<file path="src/rtl/adc_pkg.sv">
// Shared definitions for the ADC SPI sampler slice.
//   adc_state_e : sampler FSM encoding (IDLE, CS_SETUP, SHIFT, QUIET)
//   ADC_*       : default frame geometry and timing
//   cnt_w()     : counter width helper, never narrower than one bit
package adc_pkg;

  typedef enum logic [1:0] {
    IDLE     = 2'd0,
    CS_SETUP = 2'd1,
    SHIFT    = 2'd2,
    QUIET    = 2'd3
  } adc_state_e;

  localparam int unsigned ADC_CLK_DIV    = 4;
  localparam int unsigned ADC_FRAME_BITS = 16;
  localparam int unsigned ADC_DATA_BITS  = 12;
  localparam int unsigned ADC_QUIET_CYC  = 8;

  // Width of a counter that must hold values 0..n-1.
  function automatic int unsigned cnt_w(input int unsigned n);
    return (n > 1) ? $clog2(n) : 1;
  endfunction

endpackage

</file>
<file path="src/rtl/adc_spi_sampler_if.sv">
// Bus bundle between the sampler, the serial ADC and the capture stage.
//   adc_cs_n   : chip select, active low          (master -> ADC)
//   adc_sclk   : serial clock, idles high         (master -> ADC)
//   adc_sdo    : serial data, MSB first           (ADC -> master)
//   adc_data   : last good conversion result      (master -> capture)
//   adc_valid  : 1-cycle strobe, adc_data updated (master -> capture)
//   frame_err  : 1-cycle strobe, frame rejected   (master -> capture)
// Handshake: the result side is valid-only. adc_valid is high for exactly one
// clk cycle and adc_data is stable from that cycle until the next adc_valid;
// there is no ready, so the consumer must accept the value in that cycle.
// adc_valid and frame_err are never high together.
interface adc_spi_sampler_if
  import adc_pkg::*;
#(
  parameter int unsigned DATA_BITS = ADC_DATA_BITS
);
  logic                 adc_cs_n;
  logic                 adc_sclk;
  logic                 adc_sdo;
  logic [DATA_BITS-1:0] adc_data;
  logic                 adc_valid;
  logic                 frame_err;

  modport master (
    output adc_cs_n, adc_sclk, adc_data, adc_valid, frame_err,
    input  adc_sdo
  );

  modport slave (
    input  adc_cs_n, adc_sclk, adc_data, adc_valid, frame_err,
    output adc_sdo
  );
endinterface

</file>
<file path="src/rtl/adc_sclk_divider.sv">
// SCLK half-period generator for the ADC sampler.
//   clk, rst_n : system clock, async active-low reset
//   en_i       : run the divider; when low SCLK is parked high
//   load_i     : restart at the beginning of a low phase (frame start)
//   sclk_o     : registered SCLK level
//   rise_o     : high in the last cycle of a low phase (SCLK goes 1 next)
//   fall_o     : high in the last cycle of a high phase (SCLK goes 0 next)
module adc_sclk_divider
  import adc_pkg::*;
#(
  parameter int unsigned CLK_DIV = ADC_CLK_DIV
) (
  input  logic clk,
  input  logic rst_n,
  input  logic en_i,
  input  logic load_i,
  output logic sclk_o,
  output logic rise_o,
  output logic fall_o
);

  localparam int unsigned     CW   = cnt_w(CLK_DIV);
  localparam logic [CW-1:0]   LAST = CW'(CLK_DIV - 1);

  logic [CW-1:0] cnt_q, cnt_d;
  logic          lvl_q, lvl_d;

  always_comb begin
    cnt_d = cnt_q;
    lvl_d = lvl_q;
    if (load_i) begin
      cnt_d = '0;
      lvl_d = 1'b0;
    end else if (en_i) begin
      if (cnt_q == LAST) begin
        cnt_d = '0;
        lvl_d = ~lvl_q;
      end else begin
        cnt_d = cnt_q + CW'(1);
      end
    end else begin
      cnt_d = '0;
      lvl_d = 1'b1;
    end
  end

  always_ff @(posedge clk or negedge rst_n) begin
    if (!rst_n) begin
      cnt_q <= '0;
      lvl_q <= 1'b1;
    end else begin
      cnt_q <= cnt_d;
      lvl_q <= lvl_d;
    end
  end

  // Strobes come straight from registers so the top can use them when
  // computing its next state without forming a loop through en_i.
  assign sclk_o = lvl_q;
  assign rise_o = ~lvl_q & (cnt_q == LAST);
  assign fall_o =  lvl_q & (cnt_q == LAST);

endmodule

</file>
<file path="src/rtl/adc_spi_sampler.sv">
// SPI master for the 12-bit serial ADC on the buck output-voltage sense path.
// One conversion is framed per start request (PWM trigger or internal period
// timer); the result is presented on the bus as adc_data + adc_valid.
//   clk, rst_n   : system clock, async active-low reset
//   enable       : 1 = accept start requests (also gates the period timer)
//   trigger      : 1-cycle start request
//   bus          : SPI pins and result strobes (master modport)
//   trigger_miss : 1-cycle strobe, start request dropped because not IDLE
//   busy         : 1 whenever the FSM is not IDLE
//   dbg_state_o  : current FSM state
module adc_spi_sampler
  import adc_pkg::*;
#(
  parameter int unsigned CLK_DIV     = ADC_CLK_DIV,
  parameter int unsigned FRAME_BITS  = ADC_FRAME_BITS,
  parameter int unsigned DATA_BITS   = ADC_DATA_BITS,
  parameter int unsigned QUIET_CYC   = ADC_QUIET_CYC,
  parameter int unsigned AUTO_PERIOD = 0
) (
  input  logic               clk,
  input  logic               rst_n,
  input  logic               enable,
  input  logic               trigger,
  adc_spi_sampler_if.master  bus,
  output logic               trigger_miss,
  output logic               busy,
  output adc_state_e         dbg_state_o
);

  // One counter serves both CS_SETUP and QUIET, so size it for the longer.
  localparam int unsigned PW = cnt_w((QUIET_CYC > CLK_DIV) ? QUIET_CYC : CLK_DIV);
  localparam int unsigned BW = cnt_w(FRAME_BITS);

  adc_state_e              state_q, state_d;
  logic [PW-1:0]           phase_q, phase_d;
  logic [BW-1:0]           bit_q, bit_d;
  logic [FRAME_BITS-1:0]   shift_q, shift_d;
  logic [DATA_BITS-1:0]    data_q, data_d;
  logic                    cs_n_q, cs_n_d;
  logic                    valid_q, valid_d;
  logic                    ferr_q, ferr_d;
  logic                    miss_q, miss_d;
  logic                    busy_q, busy_d;

  logic start;
  logic timer_expire;
  logic div_en, div_load;
  logic sclk, sclk_rise, sclk_fall;

  // Period timer: free-runs while enabled, independent of the FSM state.
  generate
    if (AUTO_PERIOD == 0) begin : g_no_timer
      assign timer_expire = 1'b0;
    end else begin : g_timer
      localparam int unsigned TW = cnt_w(AUTO_PERIOD);
      logic [TW-1:0] timer_q, timer_d;

      always_comb begin
        timer_expire = enable && (timer_q == TW'(AUTO_PERIOD - 1));
        timer_d      = timer_q;
        if (enable) begin
          timer_d = timer_expire ? '0 : timer_q + TW'(1);
        end
      end

      always_ff @(posedge clk or negedge rst_n) begin
        if (!rst_n) timer_q <= '0;
        else        timer_q <= timer_d;
      end
    end
  endgenerate

  // Trigger and timer landing together collapse into one start.
  assign start = enable & (trigger | timer_expire);

  always_comb begin
    state_d = state_q;
    phase_d = phase_q;
    bit_d   = bit_q;
    shift_d = shift_q;
    data_d  = data_q;
    valid_d = 1'b0;
    ferr_d  = 1'b0;
    miss_d  = start & (state_q != IDLE);

    case (state_q)
      IDLE: begin
        if (start) begin
          state_d = CS_SETUP;
          phase_d = '0;
        end
      end
      CS_SETUP: begin
        if (phase_q == PW'(CLK_DIV - 1)) begin
          state_d = SHIFT;
          bit_d   = '0;
        end else begin
          phase_d = phase_q + PW'(1);
        end
      end
      SHIFT: begin
        if (sclk_rise) begin
          shift_d = {shift_q[FRAME_BITS-2:0], bus.adc_sdo};
        end
        // The end of a high phase closes a bit; the last one closes the frame.
        if (sclk_fall) begin
          if (bit_q == BW'(FRAME_BITS - 1)) begin
            state_d = QUIET;
            phase_d = '0;
            if (shift_q[FRAME_BITS-1:DATA_BITS] == '0) begin
              valid_d = 1'b1;
              data_d  = shift_q[DATA_BITS-1:0];
            end else begin
              ferr_d  = 1'b1;
            end
          end else begin
            bit_d = bit_q + BW'(1);
          end
        end
      end
      QUIET: begin
        if (phase_q == PW'(QUIET_CYC - 1)) begin
          state_d = IDLE;
        end else begin
          phase_d = phase_q + PW'(1);
        end
      end
      default: state_d = IDLE;
    endcase

    // Outputs are registered from the next state so they change together
    // with the state register and never glitch.
    cs_n_d   = ~((state_d == CS_SETUP) || (state_d == SHIFT));
    busy_d   = (state_d != IDLE);
    div_en   = (state_d == SHIFT);
    div_load = (state_q != SHIFT) && (state_d == SHIFT);
  end

  always_ff @(posedge clk or negedge rst_n) begin
    if (!rst_n) begin
      state_q <= IDLE;
      phase_q <= '0;
      bit_q   <= '0;
      shift_q <= '0;
      data_q  <= '0;
      cs_n_q  <= 1'b1;
      valid_q <= 1'b0;
      ferr_q  <= 1'b0;
      miss_q  <= 1'b0;
      busy_q  <= 1'b0;
    end else begin
      state_q <= state_d;
      phase_q <= phase_d;
      bit_q   <= bit_d;
      shift_q <= shift_d;
      data_q  <= data_d;
      cs_n_q  <= cs_n_d;
      valid_q <= valid_d;
      ferr_q  <= ferr_d;
      miss_q  <= miss_d;
      busy_q  <= busy_d;
    end
  end

  adc_sclk_divider #(
    .CLK_DIV (CLK_DIV)
  ) u_div (
    .clk    (clk),
    .rst_n  (rst_n),
    .en_i   (div_en),
    .load_i (div_load),
    .sclk_o (sclk),
    .rise_o (sclk_rise),
    .fall_o (sclk_fall)
  );

  assign bus.adc_cs_n  = cs_n_q;
  assign bus.adc_sclk  = sclk;
  assign bus.adc_data  = data_q;
  assign bus.adc_valid = valid_q;
  assign bus.frame_err = ferr_q;
  assign trigger_miss  = miss_q;
  assign busy          = busy_q;
  assign dbg_state_o   = state_q;

endmodule
</file>
<file path="src/flat_wrapper.sv">
// flat-port wrapper written by rule: the top's interface ports become plain ports
module adc_spi_sampler_flat import adc_pkg::*;
#(
  parameter int unsigned CLK_DIV     = ADC_CLK_DIV,
  parameter int unsigned FRAME_BITS  = ADC_FRAME_BITS,
  parameter int unsigned DATA_BITS   = ADC_DATA_BITS,
  parameter int unsigned QUIET_CYC   = ADC_QUIET_CYC,
  parameter int unsigned AUTO_PERIOD = 0
)
  (clk, rst_n, enable, trigger, trigger_miss, busy, dbg_state_o, bus_adc_cs_n, bus_adc_sclk, bus_adc_data, bus_adc_valid, bus_frame_err, bus_adc_sdo);
  adc_spi_sampler_if #(.DATA_BITS(DATA_BITS)) bus_i ();
  input  logic clk;
  input  logic rst_n;
  input  logic enable;
  input  logic trigger;
  output logic trigger_miss;
  output logic busy;
  output adc_state_e dbg_state_o;
  output wire logic [$bits(bus_i.adc_cs_n)-1:0] bus_adc_cs_n;
  output wire logic [$bits(bus_i.adc_sclk)-1:0] bus_adc_sclk;
  output wire logic [$bits(bus_i.adc_data)-1:0] bus_adc_data;
  output wire logic [$bits(bus_i.adc_valid)-1:0] bus_adc_valid;
  output wire logic [$bits(bus_i.frame_err)-1:0] bus_frame_err;
  input wire logic [$bits(bus_i.adc_sdo)-1:0] bus_adc_sdo;
  assign bus_adc_cs_n = bus_i.adc_cs_n;
  assign bus_adc_sclk = bus_i.adc_sclk;
  assign bus_adc_data = bus_i.adc_data;
  assign bus_adc_valid = bus_i.adc_valid;
  assign bus_frame_err = bus_i.frame_err;
  assign bus_i.adc_sdo = bus_adc_sdo;
  adc_spi_sampler #(.CLK_DIV(CLK_DIV), .FRAME_BITS(FRAME_BITS), .DATA_BITS(DATA_BITS), .QUIET_CYC(QUIET_CYC), .AUTO_PERIOD(AUTO_PERIOD)) u_core (.clk(clk), .rst_n(rst_n), .enable(enable), .trigger(trigger), .bus(bus_i), .trigger_miss(trigger_miss), .busy(busy), .dbg_state_o(dbg_state_o));
endmodule
</file>
<file path="config.mk">
export PLATFORM = sky130hd
export DESIGN_NAME = adc_spi_sampler_flat
export DESIGN_NICKNAME = d
export VERILOG_FILES = /design/src/rtl/adc_pkg.sv /design/src/rtl/adc_spi_sampler_if.sv /design/src/rtl/adc_sclk_divider.sv /design/src/rtl/adc_spi_sampler.sv /design/src/flat_wrapper.sv
export SDC_FILE = /design/constraint.sdc
export NUM_CORES = 1
export LEC_CHECK = 0
export CORE_MARGIN = 2
export CORE_UTILIZATION = 40
export CTS_CLUSTER_DIAMETER = 50
export DETAILED_ROUTE_END_ITERATION = 16
export GPL_ROUTABILITY_DRIVEN = 0
export PLACE_DENSITY = 0.59
export SLEW_MARGIN = 10
export SYNTH_ARGS = -nofsm -noshare
export SYNTH_HDL_FRONTEND = slang
export SYNTH_SLANG_ARGS = --single-unit
</file>
<file path="constraint.sdc">
create_clock -name clk -period 2.5 [get_ports clk]
set_input_delay 0.25 -clock clk [delete_from_list [all_inputs] [get_ports clk]]
set_output_delay 0.25 -clock clk [all_outputs]
set_load 0.05 [all_outputs]
</file>
==> run_results.csv, run 1 <==
group,metric,value,unit
critical_path,crit_chain,"clkdlybuf4s50_1",
clock_network,cts.sink_count,45,
clock_network,root_buffer,"clkbuf_8",
placed_design,place_ws,0.594,ns
clock_network,cts_made_buffers,5,
die,die_area,5440,um^2
route,routed_wl,3.09,mm
job,maxCapViolations,0,
clock_network,cts_hold_buf,0,
critical_path,slowest_stage,"clkdlybuf4s50_1",
placed_design,io_buffer_count,24,
synthesis,syn-num-nets,155,
synthesis,ys_warn_count,0,
global_routing,antenna_found_initial,0,
route,drt-initial-drc-count,57,
pwr,pwr-share-clk,31.1,%
die,die_w,73.7,um
timing,tightest_slew,0.960,ns
layout,drive_gt1_share,13.4,%
timing,setup_tns,0,ns
synthesis,ys_seq_area_share,58.0,%
pwr,p_seq_share,43.6,%
timing,hold_slack,0.0927,ns
synthesis,synth_top_area_share,55.3,%
synthesis,netlist_area,1950,um^2
synthesis,netlist.top_cell.by_area,"dfrtp_1",
critical_path,critical_path_depth,1,
clock_network,clkLatencyLatePin,0.30,ns
timing,timing.final.ws_setup,0.456,ns
synthesis,yosysUniqueCellTypes,30,
route,avgRoutedWirePerCell,13.7,um
critical_path,timing.rr.start,"u_core.bit_q[0]$_DFFE_PN0P_",
layout,fillers,428,
route,firstDrtPassIters,4,
timing,drv_slew,0,
die,die_h,73.7,um
clock_network,clkSlewWorstSetupHoldPaths,0.09,ns
die,initial_core_util,41.5,%
critical_path,crit_path_end,"dbg_state_o[0]",
die,core,4690,um^2
critical_path,crit_path_start_kind,"flip-flop",
route,vias_per_cell,5.18,
clock_network,cts_tree,"done",
timing,rsz0062_at_grt,"no",
synthesis,synth-seq-cells,45,
pwr,p_per_area,875,nW/um^2
pwr,switching_share,31.6,%
timing,slew_headroom,36.0,%
global_routing,grt_util_all_layers,13.5,%
layout,fin_nets,183,
clock_network,post_cts_buffers,0,
placed_design,dpl.hpwl,2.16,mm
layout,multi_input_area,758,um^2
route,vias,1170,
critical_path,timing.rr.end,"u_core.u_div.cnt_q[1]$_DFF_PN0_",
status,status,"finished, final reports clean",
die,io_pins,25,
layout,fin_cells,226,
global_routing,gr-total-overflow,0,
timing,fin_crit,2.04,ns
critical_path,critPathTopFamily,"buffers and inverters",
pwr,internal_power,1.42,mW
timing,hold_violations,0,
layout,n_antenna_cell,0,
layout,ff_latch_area,1130,um^2
layout,area_growth,21.7,%
critical_path,max_stage_delay,0.89,ns
synthesis,synth_cells,143,
global_routing,grt_max_degree,46,
pwr,ir_drop,0.000635,V
hold_path,hold_path_class,"input pin to asynchronous set/reset pin",
timing,fmax,0.489,GHz
critical_path,crit_path_end_kind,"output port",
clock_network,cts_buffer_depth,2,
critical_path,path_buf_inv,1,
timing,finalCritPeriodShare,81.8,%
die,rows,25,
critical_path,worstSetupPathType,"flip-flop to output port",
synthesis,synthTopCellsByArea,"dfrtp_1 (55%), mux2_1 (11%), mux2_4 (6.9%), ha_1 (4.5%), dfstp_2 (2.7%)",
clock_network,h-tree-depth,2,
pwr,p_leak,1.18,nW
global_routing,grt_pass1_wl,5.49,mm
critical_path,cp_data_arrival_time,1.79,ns
critical_path,crit_start,"u_core.dbg_state_o[0]$_DFF_PN0_",
critical_path,r2r_setup_slack,0.60,ns
synthesis,avgSynthCellArea,13.6,um^2
global_routing,grt_pass1_vias,1219,
route,drc,0,
timing,clock_skew,0.0107,ns
route,ant_nets,0,
clock_network,ctsResizeCount,0,
critical_path,r2r_cells,7,
timing,setup_violations,0,
critical_path,crit_required,2.25,ns
pwr,p_comb_share,25.3,%
placed_design,placedCellCount,218,
pwr,p_switching,654,uW
critical_path,crit_fanout,15,
area by class of cell:
type | count | share of cell area (%)
inverters | 5 | 0.792
repair buffers | 27 | 10.9
well taps | 54 | 2.85
clock inverters | 3 | 2.91
multi-input cells | 87 | 32.0
clock buffers | 5 | 2.91
flip-flops and latches | 45 | 47.6
worst reg2reg max path, delay by kind of cell (launching register included):
kind | cells | cell delay (ns)
compound gates | 2 | 0.41
fa+ha+maj | 2 | 0.45
buf+inv | 1 | 0.18
flops | 1 | 0.39
simple gates | 2 | 0.36
cell usage after synthesis, drive strengths merged:
master and count:
xor2 1, o211a 1, a31o 1, mux2i 3, nand2b 4, nor2b 1
nand3 4, dfstp 2, and4b 1, nor4 1, ha 7, o21ai 1
inv 5, nand2 12, nor2 1, dfrtp 43, nand3b 2, clkbuf 2
and3 3, mux2 28, a21oi 4, nand4b 1, buf 4, o221ai 3
and3b 2, nor3 4, o311ai 1, o21a 1
kinds of logic after synthesis:
kind of cell / synth area share, %
xor+xnor: 0.450
buf+inv: 3.02
mux: 19.5
fa+ha+maj: 4.50
compound gates: 4.44
flops: 58.0
simple gates: 10.1
metal layers:
metal / GRT usage, % / part of all wire, % / vias up
met5: 0 / 0 / -
met4: 4.85 / 0.65 / 0
met3: 4.53 / 3.8 / 2
met2: 23.0 / 51 / 24
met1: 15.7 / 44 / 577
li1: - / - / 567
metrics by stage:
step	cell area [um^2]	power, mW	utilization [%]
floorplan	1950	1.27	-
global placement	2230	1.44	47.5
detailed placement	2230	1.45	47.5
CTS	2370	2.10	50.5
global route	2370	2.19	50.5
finish	2370	2.07	50.5
layout by cell type, fill, tap and decap left out, drive strengths merged:
master and count:
nand2 12, ha 7, buf 4, o21ai 1, o311ai 1, dfstp 2, a31o 1, nand3b 2
nand2b 4, and4b 1, a21oi 4, mux2i 3, and3 3, dfrtp 43, clkbuf 5, o211a 1
nor2b 1, inv 6, bufinv 2, nor4 1, nand3 4, clkdlybuf4s50 23, nand4b 1, mux2 28
and3b 2, nor2 1, nor3 4, o221ai 3, o21a 1, xor2 1
state kept, by name (all words and copies together) (netlist names), 2 cells and up:
signal and cells:
u_core.bus.adc_data 12, u_core.phase_q 3, u_core.dbg_state_o 2, u_core.bit_q 4, u_core.shift_q 16, u_core.u_div.cnt_q 2
power groups by stage:
stage	combinational (mW)	sequential (mW)	clock [mW]
finish	0.524	0.903	0.645
global route	0.581	0.918	0.694
CTS	0.534	0.905	0.666
detailed placement	0.529	0.918	0
global placement	0.526	0.912	0
floorplan	0.267	1.01	0
worst min-delay path by stage:
stage,end,slack (ns),cells after the start
detailed placement,u_core.u_div.cnt_q[0]$_DFF_PN0_,0.43,1
finish,u_core.shift_q[4]$_DFFE_PN0P_,0.09,1
global placement,u_core.u_div.cnt_q[0]$_DFF_PN0_,0.43,1
floorplan,u_core.bit_q[0]$_DFFE_PN0P_,-0.05,0
CTS,u_core.bus.adc_data[4]$_DFFE_PN0P_,0.13,1
global route,u_core.bus.adc_data[2]$_DFFE_PN0P_,0.17,1
No activity file was read; power rests on OpenSTA's default activity.
==> run 2: changes to the inputs <==
PLACE_DENSITY = 0.61   (was 0.59)
clock period = 1.7 ns   (was 2.5 ns; I/O delays follow)
==> run_results.csv, run 2 (same netlist as run 1, synthesis figures left out) <==
group,metric,value,unit
critical_path,crit_path_end_kind,"flip-flop",
clock_network,h-tree-depth,2,
clock_network,root_buffer,"clkbuf_8",
layout,drive_gt1_share,35.1,%
die,core,4690,um^2
critical_path,crit_path_start_kind,"flip-flop",
placed_design,dpl.hpwl,2.53,mm
clock_network,clkLatencyLatePin,0.30,ns
timing,hold_violations,0,
timing,finalCritPeriodShare,99.0,%
timing,clock_skew,0.00677,ns
route,routed_wl,3.67,mm
global_routing,gr-total-overflow,0,
critical_path,max_stage_delay,0.65,ns
die,io_pins,25,
global_routing,grt_pass1_vias,1289,
die,die_w,73.7,um
layout,area_growth,33.1,%
timing,rsz0062_at_grt,"yes",
layout,largest_register,"u_core.shift_q",
global_routing,grt_max_degree,26,
clock_network,cts_made_buffers,5,
placed_design,io_buffer_count,24,
layout,fillers,394,
timing,slew_headroom,65.7,%
status,status,"finished, final reports clean",
route,vias,1234,
timing,fmax,0.594,GHz
critical_path,cp_data_arrival_time,1.88,ns
route,drt-initial-drc-count,84,
clock_network,cts_buffer_depth,2,
route,ant_nets,0,
pwr,p_leak,1.36,nW
critical_path,worstSetupPathType,"flip-flop to flip-flop",
critical_path,critPathTopFamily,"flip-flops",
layout,n_antenna_cell,0,
critical_path,slowest_stage,"dfstp_4",
layout,fin_nets,202,
timing,setup_violations,0,
die,die_h,73.7,um
clock_network,cts_tree,"done",
global_routing,grt_util_all_layers,14.9,%
route,avgRoutedWirePerCell,15.0,um
layout,final_cell_mix,"dfrtp_1 (41), buf_4 (25), mux2_1 (16)",
layout,layout_commonest_cell,"dfrtp_1",
die,initial_core_util,41.5,%
critical_path,crit_chain,"and4b_1, and3b_2, clkbuf_16, mux2_4",
critical_path,path_buf_inv,1,
die,die_area,5440,um^2
clock_network,clkSlewWorstSetupHoldPaths,0.09,ns
pwr,p_per_area,1170,nW/um^2
hold_path,hold_path_class,"input pin to asynchronous set/reset pin",
global_routing,antenna_found_initial,0,
layout,utilization,55.2,%
route,firstDrtPassIters,4,
timing,tightest_slew,0.513,ns
die,rows,25,
pwr,power,3.04,mW
clock_network,cts.sink_count,45,
critical_path,crit_fanout,6,
global_routing,grt_pass1_wl,5.99,mm
layout,largest_reg_flops,16,
route,vias_per_cell,5.04,
timing,drv_slew,0,
critical_path,crit_required,1.90,ns
timing,fin_crit,1.68,ns
pwr,ir_drop,0.000797,V
route,drc,0,
job,maxCapViolations,0,
-- run 2: cell count changes in the layout (fill, tap and decap cells not counted), sizes merged, moves of 2 or more --
cell and delta:
clkdlybuf4s50 -12, buf +25, bufinv -2, dlymetal6s2s +4
-- run 2: layout make-up --
type	count	area [um^2]	area share, %
clock buffers	5	68.8	2.66
multi-input cells	87	830	32.0
clock inverters	3	21.3	0.822
inverters	5	18.8	0.725
well taps	54	67.6	2.61
repair buffers	46	448	17.3
flip-flops and latches	45	1130	43.8
-- run 2: timing repair --
| item | in CTS | in global routing |
|---|---|---|
| endpoints found under the setup margin | 18 | 16 |
| cloned | 0 | 1 |
| endpoints found under the hold margin | 18 | 0 |
| pin swaps | 1 | 3 |
| resized for setup | 4 | 15 |
| hold buffers | 1 | 0 |
| setup buffers | 0 | 4 |
-- run 2: stage by stage --
stage	cells	area (um^2)	setup slack (ns)	hold WS (ns)	setup TNS [ns]
2_1_floorplan	143	1970	-0.119	-0.126	-1.14
3_3_place_gp	231	2360	-0.0237	0.154	-0.0237
3_5_place_dp	231	2360	-0.0802	0.159	-0.487
4_1_cts	240	2470	0.00772	0.355	0
5_1_grt	245	2590	-0.0381	0.402	-0.391
6_report	245	2590	0.0166	0.354	0
-- run 2: final timing paths --
kind / end / depth (start not counted) / from / slack (ns)
min: u_core.bus.adc_data[1]$_DFFE_PN0P_ / 2 / rst_n / 0.35
min in group clk: u_core.trigger_miss$_DFF_PN0_ / 2 / enable / 0.45
max: u_core.bus.adc_data[3]$_DFFE_PN0P_ / 4 / u_core.u_div.sclk_o$_DFFE_PN1P_ / 0.02
min reg2reg: u_core.bus.adc_data[1]$_DFFE_PN0P_ / 1 / u_core.bus.adc_data[1]$_DFFE_PN0P_ / 0.51
max in group asynchronous: u_core.shift_q[15]$_DFFE_PN0P_ / 3 / rst_n / 0.84
max reg2reg: u_core.bus.adc_data[3]$_DFFE_PN0P_ / 4 / u_core.u_div.sclk_o$_DFFE_PN1P_ / 0.02
-- run 2: power by group --
part           leakage (nW)  total [mW]  switching [mW]  internal (mW)
Sequential            0.604        1.26          0.0642           1.20
Clock                0.0445       0.666           0.374          0.292
Combinational         0.707        1.11           0.626          0.483
Total                  1.36        3.04            1.06           1.97
-- run 2: routing by layer --
layer  vias up  GRT usage [%]  wire [um]
met2        27           24.5       1830
met4         0           7.68        101
met1       596           17.6       1590
li1        601              -          -
met5         -              0          0
met3        10           4.53        152
==> run 3: changes to the inputs <==
PLACE_DENSITY = 0.74   (was 0.61)
RECOVER_POWER = 25   (was default)
==> run_results.csv, run 3 (same netlist as run 1, synthesis figures left out) <==
group,metric,value,unit
route,ant_nets,0,
timing,setup_tns,-0.0259,ns
timing,setup_violations,1,
timing,timing.final.ws_setup,-0.0259,ns
clock_network,root_buffer,"clkbuf_8",
die,die_area,5440,um^2
critical_path,crit_path_end_kind,"flip-flop",
critical_path,crit_chain,"ha_2, nand3_4, o311ai_2, o21ai_1, ha_2, and3_1",
route,drc,0,
layout,n_antenna_cell,0,
critical_path,crit_fanout,5,
layout,largest_register,"u_core.shift_q",
clock_network,cts_tree,"done",
critical_path,timing.rr.start,"u_core.bit_q[1]$_DFFE_PN0P_",
die,die_h,73.7,um
route,vias,1276,
job,maxCapViolations,0,
critical_path,critPathTopFamily,"compound AO/OA/AOI/OAI gates",
global_routing,grt_pass1_wl,5.95,mm
critical_path,crit_start,"u_core.bit_q[1]$_DFFE_PN0P_",
clock_network,cts_buffer_depth,2,
route,avgRoutedWirePerCell,15.0,um
timing,drv_slew,0,
clock_network,clkLatencyLatePin,0.30,ns
critical_path,crit_path_start_kind,"flip-flop",
timing,tightest_slew,0.589,ns
die,rows,25,
pwr,p_per_area,1200,nW/um^2
placed_design,placedCellCount,226,
timing,clock_skew,0.00603,ns
global_routing,grt_pass1_vias,1317,
global_routing,grt_util_all_layers,14.9,%
global_routing,gr-total-overflow,0,
clock_network,clkSlewWorstSetupHoldPaths,0.09,ns
status,status,"finished, violations left",
pwr,p_leak,1.30,nW
route,vias_per_cell,5.27,
timing,fin_crit,1.73,ns
layout,layout_commonest_cell,"dfrtp_1",
pwr,p_seq_share,41.8,%
placed_design,io_buffer_count,24,
global_routing,grt_max_degree,24,
route,drt-initial-drc-count,60,
status,violations,"setup timing",
critical_path,slowest_stage,"dfrtp_1",
pwr,ir_drop,0.000902,V
layout,area_growth,30.1,%
clock_network,cts.sink_count,45,
critical_path,cp_data_arrival_time,1.92,ns
die,core,4690,um^2
global_routing,antenna_found_initial,0,
clock_network,cts_made_buffers,5,
layout,final_cell_mix,"dfrtp_1 (41), buf_4 (20), mux2_1 (19)",
timing,hold_violations,0,
layout,drive_gt1_share,31.9,%
route,firstDrtPassIters,4,
pwr,switching_share,35.1,%
die,die_w,73.7,um
critical_path,r2r_setup_slack,-0.03,ns
critical_path,crit_required,1.90,ns
layout,fin_nets,199,
route,routed_wl,3.63,mm
layout,fin_cells,242,
pwr,p_comb_share,36.3,%
timing,fmax,0.579,GHz
critical_path,max_stage_delay,0.37,ns
critical_path,path_buf_inv,0,
pwr,internal_power,1.97,mW
timing,slew_headroom,60.8,%
timing,rsz0062_at_grt,"yes",
placed_design,dpl.hpwl,2.51,mm
critical_path,worstSetupPathType,"flip-flop to flip-flop",
hold_path,hold_path_class,"input pin to asynchronous set/reset pin",
layout,largest_reg_flops,16,
pwr,p_switching,1.06,mW
die,initial_core_util,41.5,%
die,io_pins,25,
critical_path,crit_path_frequent_cell,"ha_2",
clock_network,h-tree-depth,2,
timing,finalCritPeriodShare,102,%
pwr,pwr-share-clk,21.9,%
[run 3: cell count changes in the layout (fill, tap and decap cells not counted), moves of 2 or more]
cell	delta
mux2_1	+3
clkdlybuf4s50_1	+4
mux2_4	-3
buf_4	-5
clkinv_4	+2
clkbuf_2	+2
[run 3: worst register-to-register path, stage by stage, from the launching register on]
cell and delay [ns]:
dfrtp_1 0.37, ha_2 0.22, nand3_4 0.11, o311ai_2 0.34, o21ai_1 0.18, ha_2 0.23
and3_1 0.17
[run 3: power groups by stage]
| stage | sequential [mW] | combinational, mW | clock (mW) |
|---|---|---|---|
| final | 1.27 | 1.10 | 0.663 |
| after detailed placement | 1.30 | 0.952 | 0 |
| after global placement | 1.29 | 0.913 | 0 |
| after CTS | 1.26 | 1.02 | 0.695 |
| after global routing | 1.28 | 1.20 | 0.739 |
| after floorplan | 1.50 | 0.405 | 0 |
[run 3: per-layer routing]
metal / track usage, % / vias to the layer above / part of all wire (%)
li1: - / 595 / -
met1: 16.7 / 650 / 40
met2: 25.8 / 25 / 54
met3: 5.35 / 6 / 4.0
met4: 5.45 / 0 / 1.6
met5: 0 / - / 0
[run 3: final timing paths]
path	cells past startpoint	endpoint
max	6	u_core.u_div.cnt_q[1]$_DFF_PN0_
min reg2reg	1	u_core.bus.adc_data[1]$_DFFE_PN0P_
max reg2reg	6	u_core.u_div.cnt_q[1]$_DFF_PN0_
min in group clk	2	u_core.trigger_miss$_DFF_PN0_
max in group asynchronous	3	u_core.shift_q[0]$_DFFE_PN0P_
min	2	u_core.shift_q[6]$_DFFE_PN0P_
[run 3: layout make-up]
| class | instances | area [um^2] |
|---|---|---|
| clock buffer | 5 | 68.8 |
| clock inverter | 3 | 22.5 |
| fill | 404 | 2160 |
| inverter | 5 | 18.8 |
| multi-input combinational | 87 | 821 |
| sequential | 45 | 1130 |
| tap | 54 | 67.6 |
| timing repair buffer | 43 | 398 |
[run 3: timing repair]
action / CTS / global route
pin swaps: 2 / 3
setup endpoints to repair: 21 / 18
resized for setup: 4 / 13
buffers inserted: 2 / 5
cloned: 0 / 0
endpoints found under the hold margin: 20 / 0
hold buffers: 1 / 0
[run 3: through the flow]
stage                     area, um^2  setup slack (ns)  hold slack (ns)  utilization, %  power [mW]
final                           2530           -0.0259            0.389            53.9        3.03
after global routing            2530           -0.0733            0.433            53.9        3.22
after CTS                       2460          0.000951            0.391            52.3        2.98
after detailed placement        2330           -0.0670            0.188            49.7        2.25
after global placement          2330           -0.0319            0.182            49.7        2.20
after floorplan                 1970            -0.119           -0.126               -        1.90
